[config.mk]
export PLATFORM = sky130hd
export DESIGN_NAME = universal_shifter_seq
export DESIGN_NICKNAME = d
export VERILOG_FILES = /design/src/rtl/universal_shifter_seq.sv
export SDC_FILE = /design/constraint.sdc
export NUM_CORES = 1
export LEC_CHECK = 0
export ABC_AREA = 1
export ABC_CLOCK_PERIOD_IN_PS = 2600
export CAP_MARGIN = 25
export CORE_ASPECT_RATIO = 0.5
export CORE_UTILIZATION = 45
export DETAILED_ROUTE_END_ITERATION = 12
export PLACE_DENSITY_LB_ADDON = 0.3
export RECOVER_POWER = 100
export SLEW_MARGIN = 20
export SYNTH_ARGS = -nofsm -noshare
export SYNTH_HDL_FRONTEND = slang
export SYNTH_SLANG_ARGS = --single-unit
[constraint.sdc]
create_clock -name clk -period 2.6 [get_ports clk]
set_input_delay 0.39 -clock clk [delete_from_list [all_inputs] [get_ports clk]]
set_output_delay 0.39 -clock clk [all_outputs]
set_load 0.02 [all_outputs]
[src/rtl/universal_shifter_seq.sv]
`default_nettype none
// ============================================================================
//  Module   : universal_shifter_seq
//  Purpose  : Multi-cycle universal shift register. It shifts one bit per
//             clock for shamt cycles. Rotate modes exist only when the
//             macro UNIVERSAL_ROTATE_EN is defined.
//  Revision : 1.0  initial release
// ============================================================================
module universal_shifter_seq #(
    parameter int WIDTH   = 8,
    parameter int SHAMT_W = 4
) (
    input  logic               clk,
    input  logic               reset,
    input  logic               start,
    input  logic [2:0]         mode,
    input  logic [SHAMT_W-1:0] shamt,
    input  logic [WIDTH-1:0]   i,
    input  logic               SR,
    input  logic               SL,
    output logic [WIDTH-1:0]   A,
    output logic               SR_output,
    output logic               SL_output,
    output logic               busy,
    output logic               done
);

    localparam logic [2:0] c_MODE_HOLD0 = 3'b000;
    localparam logic [2:0] c_MODE_LSR   = 3'b001;
    localparam logic [2:0] c_MODE_LSL   = 3'b010;
    localparam logic [2:0] c_MODE_LOAD  = 3'b011;
    localparam logic [2:0] c_MODE_ROR   = 3'b100;
    localparam logic [2:0] c_MODE_ROL   = 3'b101;
    localparam logic [2:0] c_MODE_ASR   = 3'b110;

    typedef enum logic [1:0] {
        IDLE  = 2'd0,
        SHIFT = 2'd1,
        DONE  = 2'd2
    } state_e;

    state_e             r_state;
    state_e             w_state_nxt;
    logic [2:0]         r_mode;
    logic [SHAMT_W-1:0] r_cnt;
    logic [WIDTH-1:0]   r_a;
    logic               r_sr_out;
    logic               r_sl_out;

    logic               w_is_shift_mode;
    logic               w_accept_shift;
    logic               w_accept_load;
    logic               w_last_step;
    logic [WIDTH-1:0]   w_step_a;
    logic               w_sr_cap;
    logic               w_sl_cap;

    // Modes that need SHIFT cycles. Rotates count as hold when disabled.
    always_comb begin
        w_is_shift_mode = 1'b0;
        case (mode)
            c_MODE_LSR,
            c_MODE_LSL,
            c_MODE_ASR:  w_is_shift_mode = 1'b1;
`ifdef UNIVERSAL_ROTATE_EN
            c_MODE_ROR,
            c_MODE_ROL:  w_is_shift_mode = 1'b1;
`endif
            default:     w_is_shift_mode = 1'b0;
        endcase
    end

    assign w_accept_shift = (r_state == IDLE) && start && w_is_shift_mode
                            && (shamt != '0);
    assign w_accept_load  = (r_state == IDLE) && start && (mode == c_MODE_LOAD);
    assign w_last_step    = (r_cnt == SHAMT_W'(1));

    // A single-bit step of the latched operation, using live SR/SL.
    always_comb begin
        w_step_a = r_a;
        w_sr_cap = 1'b0;
        w_sl_cap = 1'b0;
        case (r_mode)
            c_MODE_LSR: begin
                w_step_a = {SR, r_a[WIDTH-1:1]};
                w_sr_cap = 1'b1;
            end
            c_MODE_LSL: begin
                w_step_a = {r_a[WIDTH-2:0], SL};
                w_sl_cap = 1'b1;
            end
`ifdef UNIVERSAL_ROTATE_EN
            c_MODE_ROR: begin
                w_step_a = {r_a[0], r_a[WIDTH-1:1]};
                w_sr_cap = 1'b1;
            end
            c_MODE_ROL: begin
                w_step_a = {r_a[WIDTH-2:0], r_a[WIDTH-1]};
                w_sl_cap = 1'b1;
            end
`endif
            c_MODE_ASR: begin
                w_step_a = {r_a[WIDTH-1], r_a[WIDTH-1:1]};
                w_sr_cap = 1'b1;
            end
            default: begin
                w_step_a = r_a;
            end
        endcase
    end

    always_comb begin
        w_state_nxt = r_state;
        case (r_state)
            IDLE: begin
                if (w_accept_shift) begin
                    w_state_nxt = SHIFT;
                end else if (start) begin
                    w_state_nxt = DONE;
                end
            end
            SHIFT: begin
                if (w_last_step) begin
                    w_state_nxt = DONE;
                end
            end
            DONE:    w_state_nxt = IDLE;
            default: w_state_nxt = IDLE;
        endcase
    end

    always_ff @(posedge clk or negedge reset) begin
        if (!reset) begin
            r_state <= IDLE;
        end else begin
            r_state <= w_state_nxt;
        end
    end

    always_ff @(posedge clk or negedge reset) begin
        if (!reset) begin
            r_mode   <= c_MODE_HOLD0;
            r_cnt    <= '0;
            r_a      <= '0;
            r_sr_out <= 1'b0;
            r_sl_out <= 1'b0;
        end else begin
            if (w_accept_shift) begin
                r_mode <= mode;
                r_cnt  <= shamt;
            end else if (w_accept_load) begin
                r_a <= i;
            end else if (r_state == SHIFT) begin
                r_a   <= w_step_a;
                r_cnt <= r_cnt - SHAMT_W'(1);
                if (w_sr_cap) begin
                    r_sr_out <= r_a[0];
                end
                if (w_sl_cap) begin
                    r_sl_out <= r_a[WIDTH-1];
                end
            end
        end
    end

    assign A         = r_a;
    assign SR_output = r_sr_out;
    assign SL_output = r_sl_out;
    assign busy      = (r_state == SHIFT);
    assign done      = (r_state == DONE);

endmodule
`default_nettype wire

==> results.json <==
{
  "cts_tree": "yes",
  "antenna_found_initial": 0,
  "placed_cells": 244,
  "die_area_mm2": 0.00294,
  "diodes": 0,
  "grt_pass1_vias": 1057,
  "synth_compound_area_share_pct": 7.78,
  "seqPwrFrac_pct": 30.8,
  "worst_clock_skew_ns": 0.00595,
  "fin_area_mm2": 0.00160,
  "clk_latency_ns": 0.26,
  "vias": 1167,
  "track_usage_pct": 22.0,
  "initial_core_util_pct": 51.2,
  "tns_ns": 0,
  "area.growth.synth_to_final_pct": 30.5,
  "crit_path_max_fanout": 10,
  "holdBufCountCts": 0,
  "irDropWorstVdd_mv": 0.485,
  "p_sw_mw": 0.794,
  "maxCapViolCount": 0,
  "drv_slew": 0,
  "cts_max_path_buffers": 2,
  "cts_resized": 0,
  "post-route-worst-setup-slack_ns": 0.436,
  "fin_util_pct": 66.8,
  "avgSynthCellArea_um2": 6.87,
  "die_w_um": 75.7,
  "netlist_top_cells_area": "dfrtp_1 39%, nand2_1 23%, nand3_1 11%",
  "min_period_ns": 2.16,
  "p_int_mw": 0.928,
  "clkSlewWorstSetupHoldPaths_ns": 0.07,
  "htreeDepth": 1,
  "finalHoldViolations": 0,
  "cp_cell_sequence": "dlygate4sd3_1 > inv_1 > nand3_1 > nor2_1 > a21oi_1 > nand2_1 > nand2_1",
  "synth_ff_type": "dfrtp_1",
  "synth_adder_area_share_pct": 2.05,
  "root_buffer": "clkbuf_8",
  "grt_use_met2_pct": 35.7,
  "cpPeakStageDelay_ns": 0.62,
  "die_h_um": 38.9,
  "outcome": "finished, final reports clean",
  "grt_pass1_wl_um": 4570,
  "hold_class": "reg2reg",
  "syn_nets": 200,
  "hold-worst-slack_ns": 0.485,
  "end_kind": "register",
  "crit_required_ns": 2.74,
  "cp_top_family": "simple AND/OR/NAND/NOR gates",
  "synth-edff-count": 0,
  "synthesis.area_mm2": 0.00122,
  "busiest_layer": "met2",
  "nNetsFinal": 236,
  "globalRouteMet3Util_pct": 6.25,
  "gr-total-overflow": 0,
  "vias_per_cell": 4.71,
  "wl_um": 2610,
  "synth_xor_area_share_pct": 1.43,
  "cellPowerDensity_mw_per_mm2": 1080,
  "rows": 12,
  "synthSimpleGateAreaFrac_pct": 41.7,
  "startpoint_type": "input port",
  "power_mw": 1.72,
  "post-place-ws_ns": 0.841,
  "fin_cells": 248,
  "core-area_mm2": 0.00239,
  "wl_per_cell_um": 10.5,
  "fmax_mhz": 462,
  "syn_inst": 178,
  "grt_max_degree": 20,
  "drt_first_pass_iters": 4,
  "synth-seq-cells": 19,
  "n_fill_cell": 225,
  "p_comb_share_pct": 57.4,
  "synth_top_family_by_area": "simple AND/OR/NAND/NOR gates",
  "crit_slowest_cell": "nor2_1",
  "detail-route-antenna-nets": 0,
  "placedInstanceArea_mm2": 0.00158,
  "hpwl_um": 1970,
  "setup_violations": 0,
  "ys_types": 23,
  "crit_buf_inv": 2,
  "tightest_slew_ns": 1.06,
  "crit_type": "in2reg",
  "synth.top_cell.area_share_pct": 38.9,
  "grt_use_met1_pct": 29.4,
  "yosysSeqAreaShare_pct": 38.9,
  "p_sw_share_pct": 46.1,
  "drive_gt1_share_pct": 7.04,
  "numClockSinks": 19,
  "yosys_warnings": 0,
  "io_buffers": 31,
  "dr.first_iter.drc_count": 53,
  "globalplace.congestion": 0.829,
  "synthMuxAreaShare_pct": 0,
  "async_reset_ff_share_pct": 100,
  "ios": 32,
  "period_share_pct": 83.2,
  "arrival_ns": 2.31,
  "p_leak_nw": 0.847,
  "clkPwrFrac_pct": 11.8,
  "synth_most_common_cell": "nand2_1",
  "slew_headroom_pct": 29.3,
  "synth_area_leader_cell": "dfrtp_1",
  "netlist_top_cells_count": "74 x nand2_1, 26 x nand3_1, 20 x inv_1",
  "rsz0062_at_grt": "false",
  "crit_top_cell": "nand2_1",
  "post-cts-setup-buffer-count": 0,
  "cts_inserted_buffers": 3,
  "route.detailed.drc": 0
}
-- layer usage --
metal | share of wire (%) | up-vias
met3 | 4.4 | 2
met4 | 0.23 | 0
met5 | 0 | -
met1 | 49 | 512
met2 | 46 | 24
li1 | - | 629
-- kinds of logic after synthesis --
family                     Yosys count
and+or+nand+nor                    116
buffers and inverters               25
DFF                                 19
AOI/OAI and AO/OA                   14
xor gates and xnor gates             2
adders and majority gates            2
-- power groups by stage --
stage	Clock, mW	Sequential (mW)	Combinational, mW
after floorplan	0	0.598	0.670
after global routing	0.236	0.551	1.13
after global placement	0	0.533	1.03
after CTS	0.215	0.533	1.05
after detailed placement	0	0.538	1.04
final	0.204	0.531	0.989
-- area by class of cell --
cell class                      instances  area, um2  share of cell area [%]
Sequential cell                        19        475                    29.8
Clock inverter                          1       5.00                   0.314
Timing Repair Buffer                   32        314                    19.7
Multi-Input combinational cell        134        621                    38.9
Tap cell                               35       43.8                    2.75
Clock buffer                            3       41.3                    2.59
Inverter                               24       95.1                    5.96
-- path summary, 6_finish.rpt --
kind	startpoint	endpoint	slack [ns]	depth (start not counted)
hold / removal	SL_output	SL_output	0.48	2
hold reg to reg	SL_output	SL_output	0.48	2
setup / recovery	mode[2]	A[1]	0.44	7
setup reg to reg	r_state[0]	A[1]	0.73	6
max in group asynchronous	reset	A[0]	1.12	2
min in group asynchronous	reset	r_mode[0]	0.84	2
-- state kept, by name, indices dropped and copies added (netlist names) --
register	flops
A	8
SL_output	1
SR_output	1
r_cnt	4
r_mode	3
r_state	2
-- worst min-delay path, cell delays in order (launching register included) --
cell and delay (ns):
dfrtp_1 0.35, nand2_1 0.05, o21ai_0 0.06
-- cell usage in the layout (no fill, tap or decap) --
cell type,instances
o21ai_1,2
nor3_1,1
nor2_4,1
clkdlybuf4s50_1,16
inv_1,20
nand2_1,74
nor2_2,1
o21a_1,1
nor2_1,9
nand3_1,26
clkinv_2,1
dfrtp_1,19
inv_2,2
a21o_4,1
ha_1,2
xor2_1,2
o21ai_0,6
a21oi_1,3
or2_2,1
nand2_4,1
dlygate4sd3_1,15
nand2_2,2
a31oi_1,1
inv_4,2
clkbuf_8,3
clkbuf_1,1
(Power assumes the default switching activity.)
